$ cat src/rtl/i2c_target.sv
// I2C target (responder) with pointer-based register access.
// Answers one 7-bit address and maps byte writes/reads onto a fabric
// register port. The pointer auto-increments after every data byte.
// Optional glitch filter on the synchronised lines is enabled by the
// macro I2C_TARGET_GLITCH_FILTER_EN.
module i2c_target #(
  parameter logic [6:0]  I2C_ADDR    = 7'h42,
  parameter int unsigned PTR_W       = 8,
  parameter int unsigned SYNC_STAGES = 2,
  parameter int unsigned FILTER_LEN  = 4
) (
  input  logic             axi_aclk,
  input  logic             axi_areset,
  input  logic             scl_i,
  output logic             scl_o,
  output logic             scl_t,
  input  logic             sda_i,
  output logic             sda_o,
  output logic             sda_t,
  output logic             wr_valid,
  output logic [PTR_W-1:0] wr_addr,
  output logic [7:0]       wr_data,
  output logic             rd_req,
  output logic [PTR_W-1:0] rd_addr,
  input  logic [7:0]       rd_data,
  output logic             busy
);

  typedef enum logic [2:0] {
    ST_IDLE,
    ST_ADDR,
    ST_PTR,
    ST_WDATA,
    ST_RDATA,
    ST_IGNORE
  } state_e;

  // The block never drives SCL and only ever pulls SDA low.
  assign scl_o = 1'b0;
  assign scl_t = 1'b1;
  assign sda_o = 1'b0;

  logic [SYNC_STAGES-1:0] scl_sync_q, sda_sync_q;
  logic                   scl_s, sda_s;
  logic                   scl_f, sda_f;

  // Synchronisers; reset to the idle-high bus level.
  always_ff @(posedge axi_aclk or posedge axi_areset) begin
    if (axi_areset) begin
      scl_sync_q <= '1;
      sda_sync_q <= '1;
    end else begin
      scl_sync_q <= {scl_sync_q[SYNC_STAGES-2:0], scl_i};
      sda_sync_q <= {sda_sync_q[SYNC_STAGES-2:0], sda_i};
    end
  end

  assign scl_s = scl_sync_q[SYNC_STAGES-1];
  assign sda_s = sda_sync_q[SYNC_STAGES-1];

`ifdef I2C_TARGET_GLITCH_FILTER_EN
  localparam int unsigned FCNT_W = $clog2(FILTER_LEN + 1);

  logic [FCNT_W-1:0] scl_cnt_q, sda_cnt_q;
  logic              scl_flt_q, sda_flt_q;

  // Filtered line follows only after FILTER_LEN consecutive differing samples.
  always_ff @(posedge axi_aclk or posedge axi_areset) begin
    if (axi_areset) begin
      scl_cnt_q <= '0;
      sda_cnt_q <= '0;
      scl_flt_q <= 1'b1;
      sda_flt_q <= 1'b1;
    end else begin
      if (scl_s == scl_flt_q) begin
        scl_cnt_q <= '0;
      end else if (scl_cnt_q == FCNT_W'(FILTER_LEN - 1)) begin
        scl_flt_q <= scl_s;
        scl_cnt_q <= '0;
      end else begin
        scl_cnt_q <= scl_cnt_q + FCNT_W'(1);
      end
      if (sda_s == sda_flt_q) begin
        sda_cnt_q <= '0;
      end else if (sda_cnt_q == FCNT_W'(FILTER_LEN - 1)) begin
        sda_flt_q <= sda_s;
        sda_cnt_q <= '0;
      end else begin
        sda_cnt_q <= sda_cnt_q + FCNT_W'(1);
      end
    end
  end

  assign scl_f = scl_flt_q;
  assign sda_f = sda_flt_q;
`else
  logic unused_filter_len;

  assign scl_f             = scl_s;
  assign sda_f             = sda_s;
  assign unused_filter_len = (FILTER_LEN == 32'd0);
`endif

  logic scl_prev_q, sda_prev_q;
  logic scl_rise, scl_fall, start_det, stop_det;

  // Previous filtered levels for edge and bus-condition detection.
  always_ff @(posedge axi_aclk or posedge axi_areset) begin
    if (axi_areset) begin
      scl_prev_q <= 1'b1;
      sda_prev_q <= 1'b1;
    end else begin
      scl_prev_q <= scl_f;
      sda_prev_q <= sda_f;
    end
  end

  assign scl_rise  = scl_f & ~scl_prev_q;
  assign scl_fall  = ~scl_f & scl_prev_q;
  assign start_det = scl_f & scl_prev_q & sda_prev_q & ~sda_f;
  assign stop_det  = scl_f & scl_prev_q & ~sda_prev_q & sda_f;

  state_e           state_q, state_d;
  logic [2:0]       bit_cnt_q, bit_cnt_d;
  logic [6:0]       shift_q, shift_d;
  logic [7:0]       tx_q, tx_d;
  logic [PTR_W-1:0] ptr_q, ptr_d;
  logic             ninth_q, ninth_d;       // inside the 9th (ACK) clock
  logic             ack_rise_q, ack_rise_d; // 9th SCL rise already seen
  logic             rw_q, rw_d;
  logic             rd_lat_q, rd_lat_d;
  logic             sda_t_q, sda_t_d;
  logic             busy_q, busy_d;
  logic             wr_valid_q, wr_valid_d;
  logic [PTR_W-1:0] wr_addr_q, wr_addr_d;
  logic [7:0]       wr_data_q, wr_data_d;
  logic             rd_req_q, rd_req_d;
  logic [PTR_W-1:0] rd_addr_q, rd_addr_d;
  logic [7:0]       rx_byte;

  assign rx_byte = {shift_q, sda_f};

  // State and datapath registers.
  always_ff @(posedge axi_aclk or posedge axi_areset) begin
    if (axi_areset) begin
      state_q    <= ST_IDLE;
      bit_cnt_q  <= '0;
      shift_q    <= '0;
      tx_q       <= '0;
      ptr_q      <= '0;
      ninth_q    <= 1'b0;
      ack_rise_q <= 1'b0;
      rw_q       <= 1'b0;
      rd_lat_q   <= 1'b0;
      sda_t_q    <= 1'b1;
      busy_q     <= 1'b0;
      wr_valid_q <= 1'b0;
      wr_addr_q  <= '0;
      wr_data_q  <= '0;
      rd_req_q   <= 1'b0;
      rd_addr_q  <= '0;
    end else begin
      state_q    <= state_d;
      bit_cnt_q  <= bit_cnt_d;
      shift_q    <= shift_d;
      tx_q       <= tx_d;
      ptr_q      <= ptr_d;
      ninth_q    <= ninth_d;
      ack_rise_q <= ack_rise_d;
      rw_q       <= rw_d;
      rd_lat_q   <= rd_lat_d;
      sda_t_q    <= sda_t_d;
      busy_q     <= busy_d;
      wr_valid_q <= wr_valid_d;
      wr_addr_q  <= wr_addr_d;
      wr_data_q  <= wr_data_d;
      rd_req_q   <= rd_req_d;
      rd_addr_q  <= rd_addr_d;
    end
  end

  // Next-state logic: bus conditions first, then per-state bit handling.
  always_comb begin
    state_d    = state_q;
    bit_cnt_d  = bit_cnt_q;
    shift_d    = shift_q;
    tx_d       = tx_q;
    ptr_d      = ptr_q;
    ninth_d    = ninth_q;
    ack_rise_d = ack_rise_q;
    rw_d       = rw_q;
    sda_t_d    = sda_t_q;
    busy_d     = busy_q;
    wr_valid_d = 1'b0;
    wr_addr_d  = wr_addr_q;
    wr_data_d  = wr_data_q;
    rd_req_d   = 1'b0;
    rd_addr_d  = rd_addr_q;
    rd_lat_d   = rd_req_q;

    // Read data is captured one cycle after the request.
    if (rd_lat_q) begin
      tx_d = rd_data;
    end

    if (start_det || stop_det) begin
      state_d    = start_det ? ST_ADDR : ST_IDLE;
      bit_cnt_d  = '0;
      ninth_d    = 1'b0;
      ack_rise_d = 1'b0;
      sda_t_d    = 1'b1;
      busy_d     = 1'b0;
    end else begin
      case (state_q)
        ST_ADDR, ST_PTR, ST_WDATA: begin
          if (!ninth_q) begin
            if (scl_rise) begin
              shift_d   = rx_byte[6:0];
              bit_cnt_d = bit_cnt_q + 3'd1;
              if (bit_cnt_q == 3'd7) begin
                ninth_d = 1'b1;
                if (state_q == ST_ADDR) begin
                  if (rx_byte[7:1] == I2C_ADDR) begin
                    busy_d = 1'b1;
                    rw_d   = rx_byte[0];
                    if (rx_byte[0]) begin
                      rd_req_d  = 1'b1;
                      rd_addr_d = ptr_q;
                    end
                  end else begin
                    state_d = ST_IGNORE;
                    ninth_d = 1'b0;
                  end
                end else if (state_q == ST_PTR) begin
                  ptr_d = PTR_W'(rx_byte);
                end else begin
                  wr_valid_d = 1'b1;
                  wr_addr_d  = ptr_q;
                  wr_data_d  = rx_byte;
                  ptr_d      = ptr_q + PTR_W'(1);
                end
              end
            end
          end else if (scl_rise) begin
            ack_rise_d = 1'b1;
          end else if (scl_fall) begin
            if (!ack_rise_q) begin
              sda_t_d = 1'b0;
            end else begin
              ninth_d    = 1'b0;
              ack_rise_d = 1'b0;
              sda_t_d    = 1'b1;
              if (state_q == ST_ADDR) begin
                if (rw_q) begin
                  state_d = ST_RDATA;
                  sda_t_d = tx_q[7];
                end else begin
                  state_d = ST_PTR;
                end
              end else if (state_q == ST_PTR) begin
                state_d = ST_WDATA;
              end
            end
          end
        end

        ST_RDATA: begin
          if (!ninth_q) begin
            if (scl_rise) begin
              tx_d      = {tx_q[6:0], 1'b0};
              bit_cnt_d = bit_cnt_q + 3'd1;
              if (bit_cnt_q == 3'd7) begin
                ninth_d = 1'b1;
              end
            end else if (scl_fall) begin
              sda_t_d = tx_q[7];
            end
          end else if (scl_rise) begin
            ack_rise_d = 1'b1;
            ptr_d      = ptr_q + PTR_W'(1);
            if (!sda_f) begin
              rd_req_d  = 1'b1;
              rd_addr_d = ptr_q + PTR_W'(1);
            end else begin
              state_d    = ST_IGNORE;
              ninth_d    = 1'b0;
              ack_rise_d = 1'b0;
            end
          end else if (scl_fall) begin
            if (!ack_rise_q) begin
              sda_t_d = 1'b1;
            end else begin
              ninth_d    = 1'b0;
              ack_rise_d = 1'b0;
              sda_t_d    = tx_q[7];
            end
          end
        end

        ST_IDLE, ST_IGNORE: begin
          state_d = state_q;
        end

        default: begin
          state_d = ST_IDLE;
        end
      endcase
    end
  end

  assign sda_t    = sda_t_q;
  assign busy     = busy_q;
  assign wr_valid = wr_valid_q;
  assign wr_addr  = wr_addr_q;
  assign wr_data  = wr_data_q;
  assign rd_req   = rd_req_q;
  assign rd_addr  = rd_addr_q;

endmodule

$ cat config.mk
export PLATFORM = sky130hd
export DESIGN_NAME = i2c_target
export DESIGN_NICKNAME = d
export VERILOG_FILES = /design/src/rtl/i2c_target.sv
export SDC_FILE = /design/constraint.sdc
export NUM_CORES = 1
export LEC_CHECK = 0
export CAP_MARGIN = 20
export CELL_PAD_IN_SITES_DETAIL_PLACEMENT = 1
export CELL_PAD_IN_SITES_GLOBAL_PLACEMENT = 1
export CORE_MARGIN = 3
export CORE_UTILIZATION = 36
export DETAILED_ROUTE_END_ITERATION = 12
export DONT_BUFFER_PORTS = 1
export PLACE_DENSITY_LB_ADDON = 0.2
export SLEW_MARGIN = 40
export SYNTH_ARGS = -nofsm -noshare
export SYNTH_HDL_FRONTEND = slang
export SYNTH_SLANG_ARGS = --single-unit
$ cat constraint.sdc
create_clock -name axi_aclk -period 2 [get_ports axi_aclk]
set_input_delay 0.2 -clock axi_aclk [delete_from_list [all_inputs] [get_ports axi_aclk]]
set_output_delay 0.2 -clock axi_aclk [all_outputs]
set_load 0.03 [all_outputs]
## Word-level counts from Yosys, hierarchy flattened

Index checks and enable logic that the tools add are counted.

- Bits in registers: 67
- Latch bits: 0
- Memory bits (writable): 0
- Bits in read-only memories: 0
- Output and inout port bits: 31
- Logic and storage cells: 199
- Memories kept: 0

- Add/sub/neg operators: 2
- $mul: 0
- Div/mod/pow operators: 0
- Order comparisons: 0
- Equal/unequal tests: 35
- Shift-type cells: 0
- Multiplexer cells: 104
- Bitwise logic cells: 15
- Reduce and logical (&&, ||, !) cells: 23

Operators by type and width:

| cell | count |
|---|---|
| 8-bit two-way mux | 21 |
| 1-bit two-way mux | 57 |
| 3-bit two-way mux | 19 |
| 8-bit one-hot mux with 2 select lines | 2 |
| 4-bit inequality test, second input constant | 7 |
| 3-bit inequality test, second input constant | 8 |
| 2-bit inequality test, second input constant | 11 |
| 7-bit AND reduction | 2 |
| 2-bit nonzero test | 7 |
| 12-bit AND reduction | 1 |
| 6-bit AND reduction | 2 |
| 11-bit AND reduction | 1 |
| 3-bit == test, second input constant | 3 |
| 3-bit one-hot mux with 3 select lines | 1 |
| 8-bit by 1-bit adder with 8-bit output, second input constant | 1 |
| 1-bit NOT | 8 |
| 1-bit one-hot mux with 2 select lines | 4 |
| 8-bit AND reduction | 1 |
| 1-bit bitwise AND | 7 |
| 7-bit == test, second input constant | 1 |
| 3-bit by 2-bit == test with 1-bit output, second input constant | 2 |
| 3-bit AND reduction | 2 |
| 5-bit inequality test, second input constant | 1 |
| 4-bit AND reduction | 1 |
| 9 further kinds | 9 |

## Depth between registers and ports, before layout

Gate-level depths: netlist of run 1.

- Depth in word-level cells: 9
- Mapped depth: 8
- Gate-level depth less buffers: 7

## Worst setup path before layout of run 1

OpenSTA, ideal clock, no wires.

- Kind: reg2reg
- Start: register scl_prev_q
- End: register state_q[0]
- Setup time: 0.125 ns
- Data arrival time: 2.002 ns
- Path slack: -0.127 ns
- Cell stages (with the launch flop): 8
- Clock period less this slack: 2.127 ns
- Cell sequence: dfstp_2 inv_1 ha_1 nand2b_1 a21o_1 a2111oi_0 a311o_1 mux2_2

- Word-level cells in the longest chain between the ends: 6
- Elaborated cells on any way between the ends: 24

RTL lines:

| item | line | RTL |
|---|---|---|
| start: declaration | 104 | `logic scl_prev_q, sda_prev_q;` |
| start signal: assignment | 113 | `scl_prev_q <= scl_f;` |
| 1-bit bitwise AND | 120, 121 |  |
| 1-bit bitwise AND (on tied branches) (2 in series) | 120, 121 |  |
| 1-bit logical OR | 206 | `if (start_det \|\| stop_det) begin` |
| 5-bit inequality test (no source line), or another cell as far along | - |  |
| 12-bit AND reduction (no source line) | - |  |
| end signal: assignment | 163 | `state_q <= state_d;` |
| end: declaration | 123 | `state_e state_q, state_d;` |

Parallel ways exist; a longest one is shown, timed or not.
A chain may end at the register's enable or synchronous reset.

## Worst setup path in the final report of run 1

- Start: register scl_prev_q
- End: register state_q[1]

Same word-level chain as after synthesis.

==> impl_metrics.csv, run 1 <==
group,metric,value,unit
finish,syn2layout_area_growth,25.6,%
timing,setup_viol,15,
run,drv_cap,0,
clocking,cts.sinks,67,
die,num_rows,34,
power,leakagePower,1.96,nW
clocking,ctsHtreeMaxLevel,3,
timing,drv_slew,0,
die,dieArea,10600,µm²
synthesis,synthFlopType,"dfrtp_1",
synthesis,yosys.area.top_type,"dfrtp_1",
synthesis,synth_area,3390,µm²
die,coreArea,8930,µm²
synthesis,synth_top_area_share,0.443,
synthesis,yosys_warnings,0,
routing,wl_per_cell,17.7,µm
synthesis,synth_enable_flop_cells,0,
power,p_int,2.75,mW
setup_path,reg2reg_slack,-60,ps
finish,drive_above_1_share,0.359,
power,worst_ir_drop_vdd,430,µV
synthesis,synth_seq_cells,67,
clocking,cts.clk_slew.worst_paths,80,ps
hold_path,hold_path_depth,2,
power,combPwrFrac,0.256,
timing,layout_setup_ws,-57.8,ps
clocking,clockBufferDepth,2,
setup_path,worstSetupEndpointType,"register",
setup_path,worst-path-max-fanout,6,
synthesis,synthTopCellsByCount,"dfrtp_1, nor2_1, mux2_4, nand2_1, a21oi_1",
synthesis,syn_inst,301,
synthesis,ys_seq_area_frac,0.497,
power,power_frac_seq,0.406,
timing,rsz0062_at_grt,"yes",
power,power_density,925,nW/µm²
synthesis,synth.most_common_cell,"dfrtp_1",
clocking,clk_latency,360,ps
hold_path,whs_endpoint,"tx_q[0]",
power,power,3.94,mW
setup_path,worstPathRequired,2230,ps
place,placed_area,3760,µm²
setup_path,criticalPathCategory,"register to register",
clocking,cts_tree,"done",
global_route,grt_pass1_vias,2437,
hold_path,min_from,"rd_data[0]",
timing,post-route-min-period,2060,ps
place,post-dp-hpwl,5320,µm
power,swShare,0.302,
global_route,grt_pass1_wl,12500,µm
global_route,grt_overflow,0,
setup_path,rr_startpoint,"scl_prev_q",
finish,diodes,0,
die,io_pins,43,
setup_path,r2r_end,"state_q[1]",
global_route,grt_max_degree,48,
outcome,status,"finished, violations left",
timing,hold_slack,21.7,ps
clocking,numCtsBuffers,9,
routing,ant_nets,0,
die,die_x,103,µm
routing,routed_via_density,5.28,
finish,multi_input_area,1730,µm²
synthesis,synth_cell_types,56,
power,power.share.clock,0.338,
finish,fin_area,4260,µm²
power,power_switching,1.19,mW
routing,wirelength,7930,µm
clocking,root_buffer,"clkbuf_8",
routing,first_pass_iters,4,
finish,ff_latch_area,1690,µm²
setup_path,worstSetupStartpointType,"register",
setup_path,cp.arrival,2290,ps
synthesis,synthArstFlopShare,1.00,
setup_path,ff2ff_path_depth,8,
timing,max_freq,486,MHz
routing,drt_iter0_markers,102,
finish,nFillCells,930,
place,place_congestion,0.814,
routing,drc,0,
die,initial_utilization,0.380,
hold_path,hold_path.class,"input port to register",
global_route,antenna_found_initial,0,
timing,fin_crit_sh,1.03,
timing,clock_skew,13.3,ps
synthesis,synthTopCellsByArea,"dfrtp_1, mux2_4, dfstp_2",
die,die_h,103,µm
global_route,track_usage,0.154,
routing,vias,2366,
outcome,violations,"setup timing",
timing,finalHoldViolCount,0,
place,port_buffers,0,
synthesis,synth_area_per_cell,11.3,µm²
finish,layout.nets,353,
## through the flow
| stage | worst slack (ps) | utilization | setup TNS, ps | instances |
|---|---|---|---|---|
| 2_1_floorplan | -46.0 | - | -436 | 302 |
| 3_3_place_gp | -48.0 | 0.421 | -694 | 425 |
| 3_5_place_dp | -91.4 | 0.421 | -1060 | 425 |
| 4_1_cts | -87.7 | 0.457 | -629 | 445 |
| 5_1_grt | -140 | 0.477 | -1810 | 448 |
| 6_report | -57.8 | 0.477 | -269 | 448 |
## worst max-delay path by stage
stage	from	to	slack, ps
final	scl_prev_q	state_q[1]	-60
after global routing	scl_prev_q	state_q[1]	-140
after CTS	scl_prev_q	state_q[1]	-90
after detailed placement	scl_prev_q	state_q[0]	-90
after global placement	scl_prev_q	state_q[2]	-50
after floorplan	sda_sync_q[1]	wr_addr[6]	-50
## layout make-up
| type | instances | share of cell area |
|---|---|---|
| Clock buffer | 11 | 0.0356 |
| Timing Repair Buffer | 43 | 0.103 |
| Tap cell | 108 | 0.0317 |
| Multi-Input combinational cell | 204 | 0.405 |
| Clock inverter | 5 | 0.0197 |
| Sequential cell | 67 | 0.396 |
| Inverter | 10 | 0.00882 |
## repair_timing
action	in CTS	in global routing
pin swaps	1	7
hold buffers	3	0
setup endpoints to repair	26	30
cloned	1	2
resized for setup	8	21
buffers inserted	0	1
endpoints found under the hold margin	15	0
## sequential cells by signal (all words and copies together) (netlist names), 2 cells and up
register and cells:
ptr_q 8, bit_cnt_q 3, scl_sync_q 2, wr_addr 8
state_q 3, sda_sync_q 2, shift_q 7, tx_q 8
rd_addr 8, wr_data 8
## logic make-up after synthesis
group | share of synthesized area
adder cells (fa/ha/maj) | 0.0221
other | 0.00221
flip-flops | 0.497
AND/OR/NAND/NOR | 0.142
buffers and inverters | 0.0450
multiplexers | 0.167
XOR/XNOR | 0.0280
AO/OA/AOI/OAI | 0.0963
## routing by layer
metal	global-route usage	wire length [µm]	vias to the layer above
li1	-	-	1124
met1	0.217	3920	1189
met2	0.225	3550	42
met3	0.0447	338	11
met4	0.0538	116	0
met5	0	0	-
## worst max-delay path, stage by stage, from the launching register on
cell and delay (ps):
dfstp_2 540, inv_2 40, ha_4 160, buf_4 150
nand2b_4 140, nand3_2 80, a31oi_2 90, a311o_1 410
mux2_4 320
## cell usage in the layout, fill, tap and decap left out, types with 3 or more instances in the layout
cell type      synthesis  layout
a21oi_1               16      16
nor2_1                30      30
mux2i_1               12      12
clkbuf_8               0      11
nor3_1                 4       4
mux2_1                 7       5
ha_4                   0       4
o21ai_0                9       7
a31oi_1                4       3
buf_12                 0       4
inv_1                  8       6
buf_4                  5      32
dfstp_2                7       7
dfrtp_1               60      60
dlygate4sd3_1          0       3
and3_1                 5       5
conb_1                 2       3
nand2_1               17      16
xnor2_1                6       5
mux2_4                17      22
xor2_1                 3       3
mux2_2                10       7
inv_2                  2       4
o22a_1                 5       5
nand3_1                9       7
## power groups by stage
stage	logic [mW]	registers (mW)	clock network (mW)
floorplan	0.575	1.61	0
global placement	0.909	1.62	0
detailed placement	0.920	1.62	0
CTS	0.956	1.60	1.36
global route	1.12	1.62	1.42
finish	1.01	1.60	1.33
(Power assumes the default switching activity.)
==> inputs of run 2 (changes only) <==
--- a/config.mk
+++ b/config.mk
@@ -6,8 +6,6 @@
 export NUM_CORES = 1
 export LEC_CHECK = 0
 export CAP_MARGIN = 20
-export CELL_PAD_IN_SITES_DETAIL_PLACEMENT = 1
-export CELL_PAD_IN_SITES_GLOBAL_PLACEMENT = 1
 export CORE_MARGIN = 3
 export CORE_UTILIZATION = 36
 export DETAILED_ROUTE_END_ITERATION = 12
==> run 2 against run 1 <==
The flow still finishes with violations (setup timing). Combinational power barely moved. Non-clock buffer count rose by 5. Sequential share of layout area rose by 1.2 points. Critical path depth fell by 1. Fmax fell by 0.71%. Die area did not move. Sequential power barely moved. Via count fell by 2.0%. Global-route usage fell by 0.89 points. Critical endpoint unchanged.
==> impl_metrics.csv, run 2 (synthesis results as in run 1) <==
group,metric,value,unit
timing,max_slew.worst_pin.slew,528,ps
routing,drt_iter0_markers,97,
power,worst_ir_drop_vdd,452,µV
global_route,grt_overflow,0,
timing,max_freq,482,MHz
die,initial_utilization,0.380,
place,port_buffers,0,
outcome,violations,"setup timing",
finish,syn2layout_area_growth,22.0,%
clocking,cts_tree,"done",
setup_path,worstPathRequired,2230,ps
place,place_congestion,0.855,
global_route,antenna_found_initial,0,
routing,wirelength,7180,µm
power,power,3.83,mW
global_route,grt_max_degree,45,
timing,setup_viol,15,
clocking,cts.sinks,67,
finish,diodes,0,
power,power_density,927,nW/µm²
die,dieArea,10600,µm²
place,pre_cts_ws,-128,ps
timing,drv_slew,0,
clocking,root_buffer,"clkbuf_8",
setup_path,worstSetupStartpointType,"register",
clocking,ctsHtreeMaxLevel,3,
finish,layout_common_cells,"dfrtp_1, buf_4, nor2_1",
power,leakagePower,1.95,nW
finish,layout.nets,358,
timing,fin_crit_sh,1.04,
timing,layout_setup_ws,-72.6,ps
routing,ant_nets,0,
timing,post-route-min-period,2070,ps
die,die_h,103,µm
setup_path,cp.arrival,2300,ps
clocking,clockBufferDepth,2,
timing,finalHoldViolCount,0,
global_route,grt_pass1_vias,2319,
setup_path,worstSetupEndpointType,"register",
global_route,track_usage,0.145,
setup_path,criticalPathCategory,"register to register",
timing,rsz0062_at_grt,"yes",
place,post-dp-hpwl,5040,µm
timing,max-slew-margin-rel,0.647,
clocking,cts.clk_slew.worst_paths,80,ps
die,coreArea,8930,µm²
clocking,numCtsBuffers,9,
die,die_x,103,µm
die,io_pins,43,
routing,vias,2319,
routing,drc,0,
setup_path,worst-path-max-fanout,7,
run,drv_cap,0,
clocking,clk_latency,350,ps
die,num_rows,34,
setup_path,reg2reg_slack,-70,ps
hold_path,hold_path.class,"input port to register",
routing,routed_via_density,5.13,
routing,wl_per_cell,15.9,µm
finish,drive_above_1_share,0.334,
finish,final_common_cell,"dfrtp_1",
global_route,grt_pass1_wl,11900,µm
outcome,status,"finished, violations left",
finish,nFillCells,844,
routing,first_pass_iters,4,
timing,clock_skew,18.2,ps
[run 2: cell count changes in the layout (fill, tap and decap cells not counted), sizes merged]
cell / change
buf: +7
clkbuf: -4
clkinv: +2
clkinvlp: -1
[run 2: path summary, 6_finish.rpt]
check                              start             to  cells after the start
min reg2reg                scl_sync_q[0]  scl_sync_q[1]                      0
min                           rd_data[0]        tx_q[0]                      2
max reg2reg                   scl_prev_q     state_q[1]                      7
min in group asynchronous     axi_areset        tx_q[6]                      2
max                           scl_prev_q     state_q[1]                      7
max in group asynchronous     axi_areset     state_q[1]                      3
[run 2: power by group]
part | switching (mW) | internal (mW)
logic | 0.502 | 0.487
clock network | 0.544 | 0.699
registers | 0.113 | 1.49
total | 1.16 | 2.67
[run 2: per-layer routing]
metal | GRT usage | up-vias | share of wire
met5 | 0 | - | 0
met4 | 0.0657 | 0 | 0.020
met3 | 0.0372 | 12 | 0.046
met2 | 0.200 | 48 | 0.43
met1 | 0.212 | 1131 | 0.50
li1 | - | 1128 | -
[run 2: through the flow]
stage / hold slack, ps / utilization / setup TNS, ps / cells / cell area (µm²)
final: 16.6 / 0.463 / -292 / 452 / 4140
after global routing: 43.5 / 0.463 / -1740 / 452 / 4140
after detailed placement: 164 / 0.422 / -2580 / 427 / 3770
after CTS: 9.76 / 0.458 / -486 / 452 / 4090
after floorplan: 204 / - / -436 / 302 / 3430
after global placement: 162 / 0.422 / -1880 / 427 / 3770
[run 2: timing repair]
action,CTS,global route
pin swaps,3,3
hold buffers,3,0
setup buffers,7,0
endpoints found under the setup margin,27,31
endpoints found under the hold margin,18,0
resized for setup,4,9
[run 2: worst max-delay path: stages (launching register included)]
cell,delay [ps]
dfstp_2,540
inv_2,40
ha_4,180
nand2b_4,140
a21o_1,180
a2111oi_4,280
a311o_1,280
mux2_4,320
[run 2: final cells by class]
class                   count  area [µm²]  area share
multi-input cells         204        1640       0.397
repair buffers             48         422       0.102
inverters                  10        37.5     0.00908
flip-flops and latches     67        1690       0.408
clock buffers               9         124      0.0300
clock inverters             6        90.1      0.0218
well taps                 108         135      0.0327
==> inputs of run 3 (changes only) <==
--- a/config.mk
+++ b/config.mk
@@ -11,7 +11,7 @@
 export DETAILED_ROUTE_END_ITERATION = 12
 export DONT_BUFFER_PORTS = 1
 export PLACE_DENSITY_LB_ADDON = 0.2
-export SLEW_MARGIN = 40
+export SLEW_MARGIN = 20
 export SYNTH_ARGS = -nofsm -noshare
 export SYNTH_HDL_FRONTEND = slang
 export SYNTH_SLANG_ARGS = --single-unit
==> results of run 3 <==
The final DEF is identical to that of run 2; final timing and power are the same.
